## src/rtl/oscope_pkg.sv

```systemverilog
// Shared types and widths for the oscilloscope capture path.
package oscope_pkg;

    localparam int DATA_W        = 8;
    localparam int ADDR_W        = 15;
    localparam int DEPTH_DEFAULT = 25000;

    typedef enum logic [2:0] {
        IDLE,
        ARM,
        WAIT_TRIG,
        CAPTURE,
        READY
    } state_t;

endpackage

```

## src/rtl/trig_detect.sv

```systemverilog
// Level-crossing detector: hit when the sample pair crosses level in the selected direction.
module trig_detect
    import oscope_pkg::*;
(
    input  logic [DATA_W-1:0] prev,
    input  logic [DATA_W-1:0] cur,
    input  logic [DATA_W-1:0] level,
    input  logic              rising,
    output logic              hit
);

    always_comb begin
        if (rising) hit = (prev < level) && (cur >= level);
        else        hit = (prev > level) && (cur <= level);
    end

endmodule

```

## src/rtl/capture_ctrl.sv

```systemverilog
// Triggered capture controller: arms, waits for a level crossing, writes DEPTH samples, hands off to the Pi.
// Optional forced trigger after a timeout when CAPTURE_CTRL_AUTO_TRIG_EN is defined.
module capture_ctrl
    import oscope_pkg::*;
#(
    parameter int DEPTH        = DEPTH_DEFAULT,
    parameter int AUTO_TIMEOUT = 65535
) (
    input  logic              osc_clk,
    input  logic              reset,
    input  logic              run,
    input  logic              sample_valid,
    input  logic [DATA_W-1:0] sample_data,
    input  logic [DATA_W-1:0] trig_level,
    input  logic              trig_rising,
    input  logic              pi_done,
    output logic              wr_en,
    output logic [ADDR_W-1:0] wr_addr,
    output logic [DATA_W-1:0] wr_data,
    output logic              pi_signal_flag,
    output logic              auto_trig
);

    if (DEPTH < 1 || DEPTH > (1 << ADDR_W) || AUTO_TIMEOUT < 1) begin : g_param_check
        $error("capture_ctrl: DEPTH or AUTO_TIMEOUT out of range");
    end

    state_t            state, next_state;
    logic [ADDR_W-1:0] wr_cnt;
    logic [DATA_W-1:0] prev_sample;
    logic [2:0]        pi_sync;
    logic              pi_edge;
    logic              hit;
    logic              forced;
    logic              trig_fire;
    logic              cap_wr;
    logic              last_wr;

    trig_detect u_trig_detect (
        .prev   (prev_sample),
        .cur    (sample_data),
        .level  (trig_level),
        .rising (trig_rising),
        .hit    (hit)
    );

    // pi_sync[1:0] is the synchronizer; pi_sync[2] is the delayed copy for edge detection
    always_ff @(posedge osc_clk or posedge reset) begin
        if (reset) pi_sync <= '0;
        else       pi_sync <= {pi_sync[1:0], pi_done};
    end
    assign pi_edge = pi_sync[1] & ~pi_sync[2];

    always_ff @(posedge osc_clk or posedge reset) begin
        if (reset) state <= IDLE;
        else       state <= next_state;
    end

    always_comb begin
        next_state = state;
        case (state)
            IDLE:      if (run) next_state = ARM;
            ARM: begin
                if (!run)              next_state = IDLE;
                else if (sample_valid) next_state = WAIT_TRIG;
            end
            WAIT_TRIG: begin
                if (!run)           next_state = IDLE;
                else if (trig_fire) next_state = last_wr ? READY : CAPTURE;
            end
            CAPTURE:   if (last_wr) next_state = READY;
            READY:     if (pi_edge) next_state = run ? ARM : IDLE;
            default:   next_state = IDLE;
        endcase
    end

    always_comb begin
        pi_signal_flag = (state == READY);
        trig_fire      = (state == WAIT_TRIG) && run && sample_valid && (hit || forced);
        cap_wr         = (state == CAPTURE) && sample_valid;
        last_wr        = (trig_fire && DEPTH == 1) ||
                         (cap_wr && wr_cnt == ADDR_W'(DEPTH - 1));
    end

    // wr_cnt is the next write address; the final write moves to READY so it never wraps
    always_ff @(posedge osc_clk or posedge reset) begin
        if (reset) begin
            wr_en       <= 1'b0;
            wr_addr     <= '0;
            wr_data     <= '0;
            wr_cnt      <= '0;
            prev_sample <= '0;
        end else begin
            wr_en <= trig_fire | cap_wr;
            if (trig_fire) begin
                wr_addr <= '0;
                wr_data <= sample_data;
                wr_cnt  <= ADDR_W'(1);
            end else if (cap_wr) begin
                wr_addr <= wr_cnt;
                wr_data <= sample_data;
                wr_cnt  <= wr_cnt + ADDR_W'(1);
            end
            if (sample_valid && (state == ARM || state == WAIT_TRIG))
                prev_sample <= sample_data;
        end
    end

`ifdef CAPTURE_CTRL_AUTO_TRIG_EN
    localparam int TMO_W = $clog2(AUTO_TIMEOUT + 1);

    logic [TMO_W-1:0] tmo_cnt;

    assign forced = (tmo_cnt == TMO_W'(AUTO_TIMEOUT));

    always_ff @(posedge osc_clk or posedge reset) begin
        if (reset) begin
            tmo_cnt   <= '0;
            auto_trig <= 1'b0;
        end else begin
            if (state != WAIT_TRIG) tmo_cnt <= '0;
            else if (!forced)       tmo_cnt <= tmo_cnt + TMO_W'(1);
            if (trig_fire)                                auto_trig <= forced & ~hit;
            else if (next_state == ARM && state != ARM)   auto_trig <= 1'b0;
        end
    end
`else
    assign forced    = 1'b0;
    assign auto_trig = 1'b0;
`endif

endmodule

```

## config.mk

```make
export PLATFORM = sky130hd
export DESIGN_NAME = capture_ctrl
export DESIGN_NICKNAME = d
export VERILOG_FILES = /design/src/rtl/oscope_pkg.sv /design/src/rtl/trig_detect.sv /design/src/rtl/capture_ctrl.sv
export SDC_FILE = /design/constraint.sdc
export NUM_CORES = 1
export LEC_CHECK = 0
export CORE_AREA = 2 2 92 94
export DETAILED_ROUTE_END_ITERATION = 6
export DIE_AREA = 0 0 94 96
export PLACE_DENSITY_LB_ADDON = 0.3
export SETUP_SLACK_MARGIN = 0.5
export SLEW_MARGIN = 20
export SYNTH_ARGS = -nofsm -noshare
export SYNTH_HDL_FRONTEND = slang
export SYNTH_SLANG_ARGS = --single-unit
```

## constraint.sdc

```tcl
create_clock -name osc_clk -period 5.55 [get_ports osc_clk]
set_clock_uncertainty 0.1 [all_clocks]
set_input_delay 1.11 -clock osc_clk [delete_from_list [all_inputs] [get_ports osc_clk]]
set_output_delay 1.11 -clock osc_clk [all_outputs]
set_load 0.05 [all_outputs]
```

==> metrics.md, run 1 <==
| Metric | Value |
|---|---|
| Status | finished clean |
| # hold bufs at CTS | 0 |
| Max-slew violations | 0 |
| Overflow after GRT | 0 |
| Initial drt markers | 80 |
| Ys Warns | 0 |
| Peak fanout along the critical path | 37 |
| Seq/Total Area, Yosys | 0.4478 |
| CTS sink cnt | 53 |
| Antenna cells | 0 |
| Leading area contributor after synthesis | dfrtp_1 |
| Hold Fails Final Rpt | 0 |
| Starting Density | 0.3678 |
| Number of global-route vias before repair | 2370 |
| Hold WC Path Type | flop to flop |
| DRC | 0 |
| CTS root buffer | clkbuf_8 |
| Max incr delay on CP | 0.83 ns |
| Seq pwr share | 0.414 |
| Max Cap Viol | 0 |
| Slowest CP cell | o22ai_4 |
| Buf/Inv on CP | 2 |
| FF+latch area | 1326 µm² |
| Routed Antenna Nets | 0 |
| Clock latency on the worst-skew pair | 0.30 ns |
| Clock Power Share | 0.153 |
| Hold Crit Depth | 0 |
| GR Util All Layers | 0.1533 |
| Drt via density | 5.156 |
| P_int | 0.7973 mW |
| Synth area leaders | dfrtp_1 (45%), nand2_1 (7.7%), ha_1 (7.2%) |
| Final setup fails | 0 |
| CTS tree | built |
| Number of port buffers | 46 |
| Final period util | 0.6896 |
| Tmin final | 3.827 ns |
| Final WL | 6527 µm |
| Setup TNS | 0 ns |
| Largest net degree at the start of global routing | 54 |
| Switching share of power | 0.4119 |
| CTS Buf Count | 5 |
| Most frequent cells after synthesis | nand2_1 (61), dfrtp_1 (53), a21oi_1 (22), nor2_1 (21), ha_1 (17) |
| Max Clk Rate | 261.3 MHz |
| Initial antenna violation count | 0 |
| #FFs+latches synth | 53 |
| Slew @ Worst Pin | 1.018 ns |
| Die width | 94 µm |
| Htree depth | 2 |
| Io pins | 48 |
| Routed via count | 2377 |
| Prevailing post-synth register cell | dfrtp_1 |
| Post-Route Utilization | 0.4430 |
| Critical path class | input pin to flop |
| RSZ-0062 raised after global routing | false |
| FILL cells | 794 |
| Mapped Nets | 352 |
| Core area | 8051 µm² |
| Count of different cell masters after synthesis | 45 |
| Layout cell share with drive strength beyond 1 | 0.08146 |
| Area occupied by multi-input gates | 1491 µm² |
| Critical-path cell list | clkdlybuf4s50_1, inv_1, ha_1, nand4_1, nor2_2, nor2_1, a211o_1, o22ai_4, o211ai_1 |
| Post-synth EDFFs | 0 |
| Mean routed wirelength per cell | 14.16 µm |
| Max_slew headroom | 0.3214 |
| Crit-path leading delay family | compound AO/OA/AOI/OAI gates |
| Yosys top cell area share | 0.4478 |
| Max VDD drop | 162.3 µV |
| Req. time, crit path | 5.59 ns |
| Worst Hold Endpoint | pi_sync[1] |
| Reg clk slew, reported paths | 0.09 ns |
| Cell count after synthesis | 313 |
| RR Startpoint | prev_sample[1] |
| RR Endpoint | wr_data[4] |
| Start point of the worst hold path | pi_sync[0] |
| Logic pwr share | 0.433 |
| Nets | 394 |
| Gp weighted congestion | 0.7399 |
| Lkg Pwr | 1.497 nW |
| DR pass1 iterations | 5 |
| Die Y | 96 µm |
| Setup Fix Bufs, Post-CTS | 0 |
| P_sw | 0.5584 mW |
| Cell Area, Synth | 2962 µm² |
| Worst setup SP type | input pin |
| Power per Cell Area | 380.1 nW/µm² |
| Setup slack, reg-to-reg | 2.68 ns |
| Die area | 9024 µm² |
| Cts repair resizes | 0 |
| Area Growth Syn to Fin | 20.45% |
| FF-to-FF path depth | 7 |
| First-pass GRT wire length | 11040 µm |
| FP Rows | 33 |
| Cell with the most instances after synthesis | nand2_1 |
| CP Data Arrival Time | 3.87 ns |
| Clk buf depth | 2 |
| FFs w/ async S/R, synth | 1.000 |
| Synthesized area per cell | 9.462 µm² |
| CP endpoint kind | flop |
| DP HPWL | 4595 µm |
-- power groups by stage --
stage          combinational (mW)  clock (mW)  sequential [mW]
3_5_place_dp                0.594           0            0.571
2_1_floorplan               0.316           0            0.668
3_3_place_gp                0.579           0            0.566
5_1_grt                     0.647       0.234            0.573
4_1_cts                     0.595       0.218            0.562
6_report                    0.587       0.208            0.561
-- placed cells by master, fill, tap and decap left out, drive strengths merged, types with 7 or more instances in the layout --
master,n
inv,12
nor2,22
ha,17
mux2,7
o22a,9
a21oi,22
clkdlybuf4s50,46
o211ai,11
nand3b,9
nand3,12
xor2,8
nand4,8
o21ai,7
nand2,61
dfrtp,53
-- per-layer routing --
layer,up-vias,global-route usage,part of all wire
met3,6,0.03289,0.044
met1,1141,0.1977,0.48
li1,1172,-,-
met2,58,0.2571,0.46
met5,-,0,0
met4,0,0.05193,0.015
-- cells by family (layout without fill, tap and decap cells) --
logic type / count (synthesis) / after routing / synth area share
muxes: 7 / 7 / 0.02662
AOI/OAI and AO/OA: 60 / 60 / 0.1432
adders and majority gates: 17 / 17 / 0.07182
xor gates and xnor gates: 14 / 14 / 0.04140
other: 1 / 1 / 0.001266
DFF: 53 / 53 / 0.4478
and+or+nand+nor: 134 / 134 / 0.2193
buffers and inverters: 27 / 70 / 0.04858
-- worst max path at each step --
stage              startpoint    endpoint  slack [ns]  cells past startpoint
6_report       sample_data[0]  wr_data[4]        1.72                      9
5_1_grt        sample_data[7]  wr_data[3]        1.54                      8
4_1_cts         trig_level[1]  wr_data[4]        1.70                      9
3_5_place_dp    trig_level[1]  wr_data[4]        1.37                      9
3_3_place_gp   sample_data[0]  wr_data[3]        1.43                      9
2_1_floorplan   trig_level[1]  wr_data[0]        2.57                     10
-- sequential cells by signal (all words and copies together), names as in the netlist --
register and flops:
wr_addr 15, wr_cnt 15, prev_sample 8, wr_data 8, pi_sync 3, state 3, wr_en 1
-- layout make-up --
cell class	count	area share
Clock buffer	6	0.02034
Inverter	12	0.01263
Timing Repair Buffer	50	0.1375
Sequential cell	53	0.3718
Tap cell	105	0.03683
Clock inverter	2	0.002806
Multi-Input combinational cell	233	0.4181
-- per-stage QoR --
stage | hold WS, ns | total power, mW | setup WS, ns | std cells | instance area [µm²]
final | 0.2549 | 1.356 | 1.723 | 461 | 3567
after global routing | 0.2692 | 1.454 | 1.545 | 461 | 3567
after CTS | 0.2573 | 1.375 | 1.703 | 461 | 3567
after detailed placement | 0.2365 | 1.165 | 1.368 | 453 | 3485
after global placement | 0.2317 | 1.145 | 1.433 | 453 | 3485
after floorplan | 0.2312 | 0.9840 | 2.570 | 313 | 2962
-- worst reg2reg max path: cells and delay by family, from the launching register on --
kind                     cells  cell delay (ns)
adder cells (fa/ha/maj)      1             0.28
AO/OA/AOI/OAI                5             1.81
flip-flops                   1             0.39
AND/OR/NAND/NOR              1             0.13
No activity file was read; power rests on OpenSTA's default activity.
==> inputs of run 2 (changes only) <==
==> constraint.sdc (replaced) <==
create_clock -name osc_clk -period 3.1 [get_ports osc_clk]
set_clock_uncertainty 0.1 [all_clocks]
set_input_delay 0.62 -clock osc_clk [delete_from_list [all_inputs] [get_ports osc_clk]]
set_output_delay 0.62 -clock osc_clk [all_outputs]
set_load 0.05 [all_outputs]
==> run 2 against run 1 <==
- via count up 4.4%
- worst hold slack better by 0.0015 ns
- largest power group unchanged
- highest routed layer unchanged
- worst setup slack lost 1.1 ns
- clock-buffer cell count shrank 1
- first-iteration DRC count grew 38%
- sequential power is 78% higher
- final cell count rose by 5.2%
- register-to-register slack worse by 1.8 ns
- non-clock buffer count increased by 24
- flip-flop and latch count stayed put
- design area rose by 10%
==> metrics.md, run 2 (synthesis results as in run 1) <==
| Metric | Value |
|---|---|
| Mean routed wirelength per cell | 14.67 µm (+3.6%) |
| Slowest CP cell | clkdlybuf4s50_1 |
| Final non-filler cell area | 3936 µm² (+10%) |
| CTS Buf Count | 5 (unchanged) |
| Largest net degree at the start of global routing | 28 (-48%) |
| Overflow after GRT | 0 (unchanged) |
| Routed via count | 2481 (+4.4%) |
| Setup TNS | 0 ns (unchanged) |
| Reg clk slew, reported paths | 0.10 ns (about the same) |
| Placed cells | 471 (+4.0%) |
| Max_slew headroom | 0.6545 (+0.3331) |
| DRC | 0 (unchanged) |
| CTS tree | built |
| CP endpoint kind | flop |
| Peak fanout along the critical path | 4 (-89%) |
| Hold Fails Final Rpt | 0 (unchanged) |
| Hold WC Path Type | flop to flop |
| Critical path class | input pin to flop |
| CTS sink cnt | 53 (unchanged) |
| Initial antenna violation count | 0 (unchanged) |
| Max Clk Rate | 398.6 MHz |
| Max Cap Viol | 0 (unchanged) |
| Core area | 8051 µm² (unchanged) |
| Nets | 418 (+6.1%) |
| # hold bufs at CTS | 0 (unchanged) |
| Most common cell after layout, fill and taps aside | nand2_1 |
| Max-slew violations | 0 (unchanged) |
| Area after DPL | 3632 µm² (+4.2%) |
| Final WL | 7117 µm (+9.0%) |
| First-pass GRT wire length | 11960 µm (+8.4%) |
| Die area | 9024 µm² (unchanged) |
| Req. time, crit path | 3.21 ns (-2.38 ns) |
| Lkg Pwr | 1.665 nW (+11%) |
| Routed Antenna Nets | 0 (unchanged) |
| Slew @ Worst Pin | 0.5166 ns (-0.5013 ns) |
| Number of port buffers | 46 (unchanged) |
| Buf/Inv on CP | 2 (unchanged) |
| Starting Density | 0.3678 (unchanged) |
| Number of global-route vias before repair | 2490 (+5.1%) |
| Largest regs | wr_addr (15), wr_cnt (15) |
| RSZ-0062 raised after global routing | false |
| Clk buf depth | 2 (unchanged) |
| Clock latency on the worst-skew pair | 0.31 ns (about the same) |
| Max incr delay on CP | 0.46 ns (-0.37 ns) |
| CP Data Arrival Time | 2.62 ns (-1.25 ns) |
| Max VDD drop | 253.4 µV (+56%) |
| Die Y | 96 µm (unchanged) |
| Gp weighted congestion | 0.8028 (+8.5%) |
| Die width | 94 µm (unchanged) |
| Drt via density | 5.115 (-0.79%) |
| Worst hold slack | 0.2564 ns (+0.001506 ns) |
| Tmin final | 2.509 ns |
| Final setup fails | 0 (unchanged) |
| GR Util All Layers | 0.1673 (+0.01401) |
| Final setup margin | 0.5912 ns (-1.132 ns) |
| Status | finished clean |
| Power per Cell Area | 650.4 nW/µm² (+71%) |
| Antenna cells | 0 (unchanged) |
| Initial drt markers | 110 (+38%) |
| DR pass1 iterations | 4 (-1) |
| Io pins | 48 (unchanged) |
| Final period util | 0.8093 |
| Layout cell share with drive strength beyond 1 | 0.1868 (+0.1054) |
| CTS root buffer | clkbuf_8 |
| Htree depth | 2 (unchanged) |
| DP Worst Slack | 0.09812 ns (-1.270 ns) |
| FILL cells | 755 (-4.9%) |
| DP HPWL | 4991 µm (+8.6%) |
| Critical-path cell list | clkdlybuf4s50_1, ha_4, nand4_4, a21o_1, a211o_1, buf_6, o22a_1, a31o_2 |
| FP Rows | 33 (unchanged) |
| Area Growth Syn to Fin | 32.91% |
| Worst setup SP type | input pin |
| Commonest non-fill, non-tap cells in the layout | nand2_1 (61), dfrtp_1 (53), clkdlybuf4s50_1 (30) |
| Post-Layout Cell Count | 485 (+5.2%) |
| Crit-path leading delay family | compound AO/OA/AOI/OAI gates |
## run 2: cell types whose count changed in the layout (fill, tap and decap cells not counted), moves of 7 or more
| cell | before | now |
|---|---|---|
| inv_2 | 1 | 8 |
| dlygate4sd2_1 | 0 | 14 |
| buf_4 | 4 | 22 |
| ha_1 | 17 | 9 |
| clkdlybuf4s50_1 | 46 | 30 |
| inv_1 | 11 | 4 |
| ha_4 | 0 | 8 |
## run 2: repair_timing
action                     CTS  global route
gates cloned                 2             0
setup buffers                3             1
resized for setup           36             5
pin swaps                    5             4
setup endpoints to repair   35            26
## run 2: layer usage
| metal | vias up | global-route usage | part of all wire | routed length [µm] |
|---|---|---|---|---|
| met1 | 1205 | 0.2213 | 0.47 | 3330 |
| met3 | 6 | 0.02819 | 0.032 | 227 |
| met2 | 46 | 0.2923 | 0.49 | 3486 |
| li1 | 1224 | - | - | - |
| met4 | 0 | 0.03140 | 0.010 | 73 |
| met5 | - | 0 | 0 | 0 |
## run 2: final cells by class
type	count	area [µm²]	area share
clock buffers	5	68.82	0.01748
clock inverters	3	17.52	0.004450
inverters	12	45.04	0.01144
multi-input cells	233	1617	0.4107
flip-flops and latches	53	1326	0.3369
well taps	105	131.4	0.03338
repair buffers	74	730.7	0.1856
## run 2: worst paths after layout
check,start,end,slack [ns],cells after the start
max,sample_data[6],wr_addr[0],0.59,8
min,pi_sync[0],pi_sync[1],0.26,0
max reg2reg,prev_sample[7],state[0],0.88,7
min reg2reg,pi_sync[0],pi_sync[1],0.26,0
max in group asynchronous,reset,wr_cnt[12],1.78,3
min in group asynchronous,reset,prev_sample[1],0.51,2
## run 2: stage by stage
| step | util | power (mW) |
|---|---|---|
| after floorplan | - | 1.762 |
| after global placement | 0.4511 | 2.104 |
| after detailed placement | 0.4511 | 2.129 |
| after CTS | 0.4853 | 2.568 |
| after global routing | 0.4889 | 2.740 |
| final | 0.4889 | 2.560 |
## run 2: power by group
group / internal [mW] / leakage [nW] / switching [mW]
sequential: 0.856 / 0.692 / 0.142
clock: 0.156 / 0.0439 / 0.229
combinational: 0.500 / 0.928 / 0.676
==> edit, RTL diff (settings of run 2) <==
`DATA_W`: 8 -> 6.
--- a/src/rtl/oscope_pkg.sv
+++ b/src/rtl/oscope_pkg.sv
@@ -1,7 +1,7 @@
 // Shared types and widths for the oscilloscope capture path.
 package oscope_pkg;
 
-    localparam int DATA_W        = 8;
+    localparam int DATA_W        = 6;
     localparam int ADDR_W        = 15;
     localparam int DEPTH_DEFAULT = 25000;
 
Interface: changed (resized sample_data, trig_level and wr_data); port bits go from 48 to 42. No check against the original RTL was run, so the function may have changed too.
==> edit against run 2 <==
  * Via count decreased by 12%
  * Sequential cell count decreased by 4
  * Setup slack got worse by 0.030 ns
  * Design area decreased by 13%
  * Count of clock-buffer cells in the layout increased by 2
  * Largest power group unchanged
  * Wire length decreased by 16%
  * Critical endpoint is now wr_data[4]
  * Highest routed layer unchanged
  * Synthesized area decreased by 9.7%
  * Non-clock buffer count decreased by 16
  * Power decreased by 7.6%
==> edit: results (changes against run 2) <==
* Status: finished, final reports clean (unchanged)
* Routed vias/inst at 4.939 (was 5.115)
* Leakage at 1.460 nW (was 1.665 nW)
* Antenna diode instance count at 0 (unchanged)
* Hold wc startpoint: pi_sync[0] (unchanged)
* Fraction of synthesized cell area in xor and xnor cells at 4.584% (was 4.140%)
* Complex-gate fraction of the synthesized area at 14.50% (was 14.32%)
* RR Startpoint: prev_sample[5] (was prev_sample[7])
* Area contributors post-synth: dfrtp_1 46%, nand2_1 7.2%, ha_1 6.1% (was dfrtp_1 45%, nand2_1 7.7%, ha_1 7.2%)
* Top cells by count, synth: 51 x nand2_1, 49 x dfrtp_1, 23 x a21oi_1, 19 x nor2_1, 14 x inv_1 (was 61 x nand2_1, 53 x dfrtp_1, 22 x a21oi_1, 21 x nor2_1, 17 x ha_1)
* Global-route wire length before repair at 9.991 mm (was 11.96 mm)
* Unique masters post-synth at 43 (was 45)
* Post-synth ARST share at 100.0% (unchanged)
* Worst-path clk slew at ~0.090 ns
* IO buf count at 40 (was 46)
* Worst Hold Class: register to register (unchanged)
* CTS Buf Count at 5 (unchanged)
* Multiplexer area fraction after synthesis at 2.105% (was 2.662%)
* Actual transition at the worst max-transition pin at 0.6150 ns (was 0.5166 ns)
* Worst reg2reg path depth at 8 (was 7)
* Latest clock arrival within the worst-skew pair at 0.31 ns (about the same)
* Layout cells sized above 1 at 12.46% (was 18.68%)
* Register area share after synthesis at 45.84% (was 44.78%)
* Vias in the first global route at 2068 (was 2490)
* CP max FO at 7 (was 4)
* Top_reg_cell synth: dfrtp_1 (unchanged)
* Violation count after the first detailed-routing iteration at 76 (was 110)
* Routed WL per cell at 13.57 µm (was 14.67 µm)
* All-Layer GR Usage at 14.08% (was 16.73%)
* Pin count of the biggest net entering global routing at 50 (was 28)
* Placed instance area at 3226 µm² (was 3632 µm²)
* Adder-Cell Fraction of Synth Area at 6.080% (was 7.182%)
* Placer Congestion at 0.7799 (was 0.8028)
* Worst reg2reg path endpoint: wr_data[4] (was state[0])
* Fin nets at 367 (was 418)
* Post-synth net total at 318 (was 352)
* Peak supply drop at 0.2315 mV (was 0.2534 mV)
* R2R Setup Slk at 0.92 ns (was 0.88 ns)
* Slew Viols, Final at 0 (unchanged)
* Final hold slack at 0.2644 ns (was 0.2564 ns)
* DP Worst Slack at 0.01019 ns (was 0.09812 ns)
* Internal at 0.001384 W (was 0.001513 W)
* Dpl hpwl at 4.188 mm (was 4.991 mm)
* Antenna violations before repair at 0 (unchanged)
[edit: through the flow]
step                      cells  utilization (%)
after CTS                   440            41.21
after global placement      431            40.06
final                       442            42.33
after floorplan             287                -
after global routing        442            42.33
after detailed placement    431            40.06
[edit: cells by family (layout without fill, tap and decap cells)]
logic type / after synthesis / after routing
flip-flops: 49 / 49
XOR/XNOR: 14 / 14
AND/OR/NAND/NOR: 118 / 118
buffers and inverters: 30 / 80
adder cells (fa/ha/maj): 13 / 13
other: 1 / 1
AO/OA/AOI/OAI: 57 / 57
multiplexers: 5 / 5
[edit: cell type report]
| class | instances | area, µm² |
|---|---|---|
| Clock buffer | 7 | 76.32 |
| Clock inverter | 1 | 7.507 |
| Fill cell | 822 | 4643 |
| Inverter | 14 | 52.55 |
| Multi-Input combinational cell | 208 | 1318 |
| Sequential cell | 49 | 1226 |
| Tap cell | 105 | 131.4 |
| Timing Repair Buffer | 58 | 596.8 |
[edit: power by group through the flow]
stage	combinational (W)	sequential [W]	clock, W
global placement	0.00104	0.000919	0
CTS	0.00106	0.000909	0.000386
global route	0.00118	0.000933	0.000409
floorplan	0.000527	0.00111	0
finish	0.00108	0.000912	0.000375
detailed placement	0.00105	0.000923	0
[edit: how the worst max path moves through the flow]
| stage | slack (ns) | cells after the start | end | from |
|---|---|---|---|---|
| detailed placement | 0.01 | 9 | wr_data[3] | trig_level[5] |
| global route | 0.46 | 9 | wr_addr[0] | trig_level[1] |
| floorplan | 0.53 | 3 | pi_signal_flag | state[0] |
| finish | 0.56 | 9 | wr_data[4] | trig_level[2] |
| CTS | 0.43 | 9 | wr_data[1] | trig_level[5] |
| global placement | 0.05 | 9 | wr_data[3] | trig_level[5] |
[edit: worst max-delay path: stages]
cell             delay [ns]
clkdlybuf4s50_1        0.45
inv_1                  0.05
ha_1                   0.28
and4_1                 0.23
a31o_2                 0.24
a2111oi_4              0.24
a22o_4                 0.25
buf_6                  0.15
o211ai_1               0.09
[edit: per-layer routing]
metal | vias up | GRT usage [%] | part of all wire (%)
met5 | - | 0 | 0
met2 | 45 | 21.73 | 47
li1 | 1100 | - | -
met1 | 1033 | 19.63 | 48
met3 | 5 | 2.662 | 3.8
met4 | 0 | 5.435 | 1.4
[edit: what timing repair did]
item,CTS,global route
setup endpoints to repair,36,39
resized for setup,3,13
gates cloned,1,2
setup buffers,0,0
pin swaps,2,6
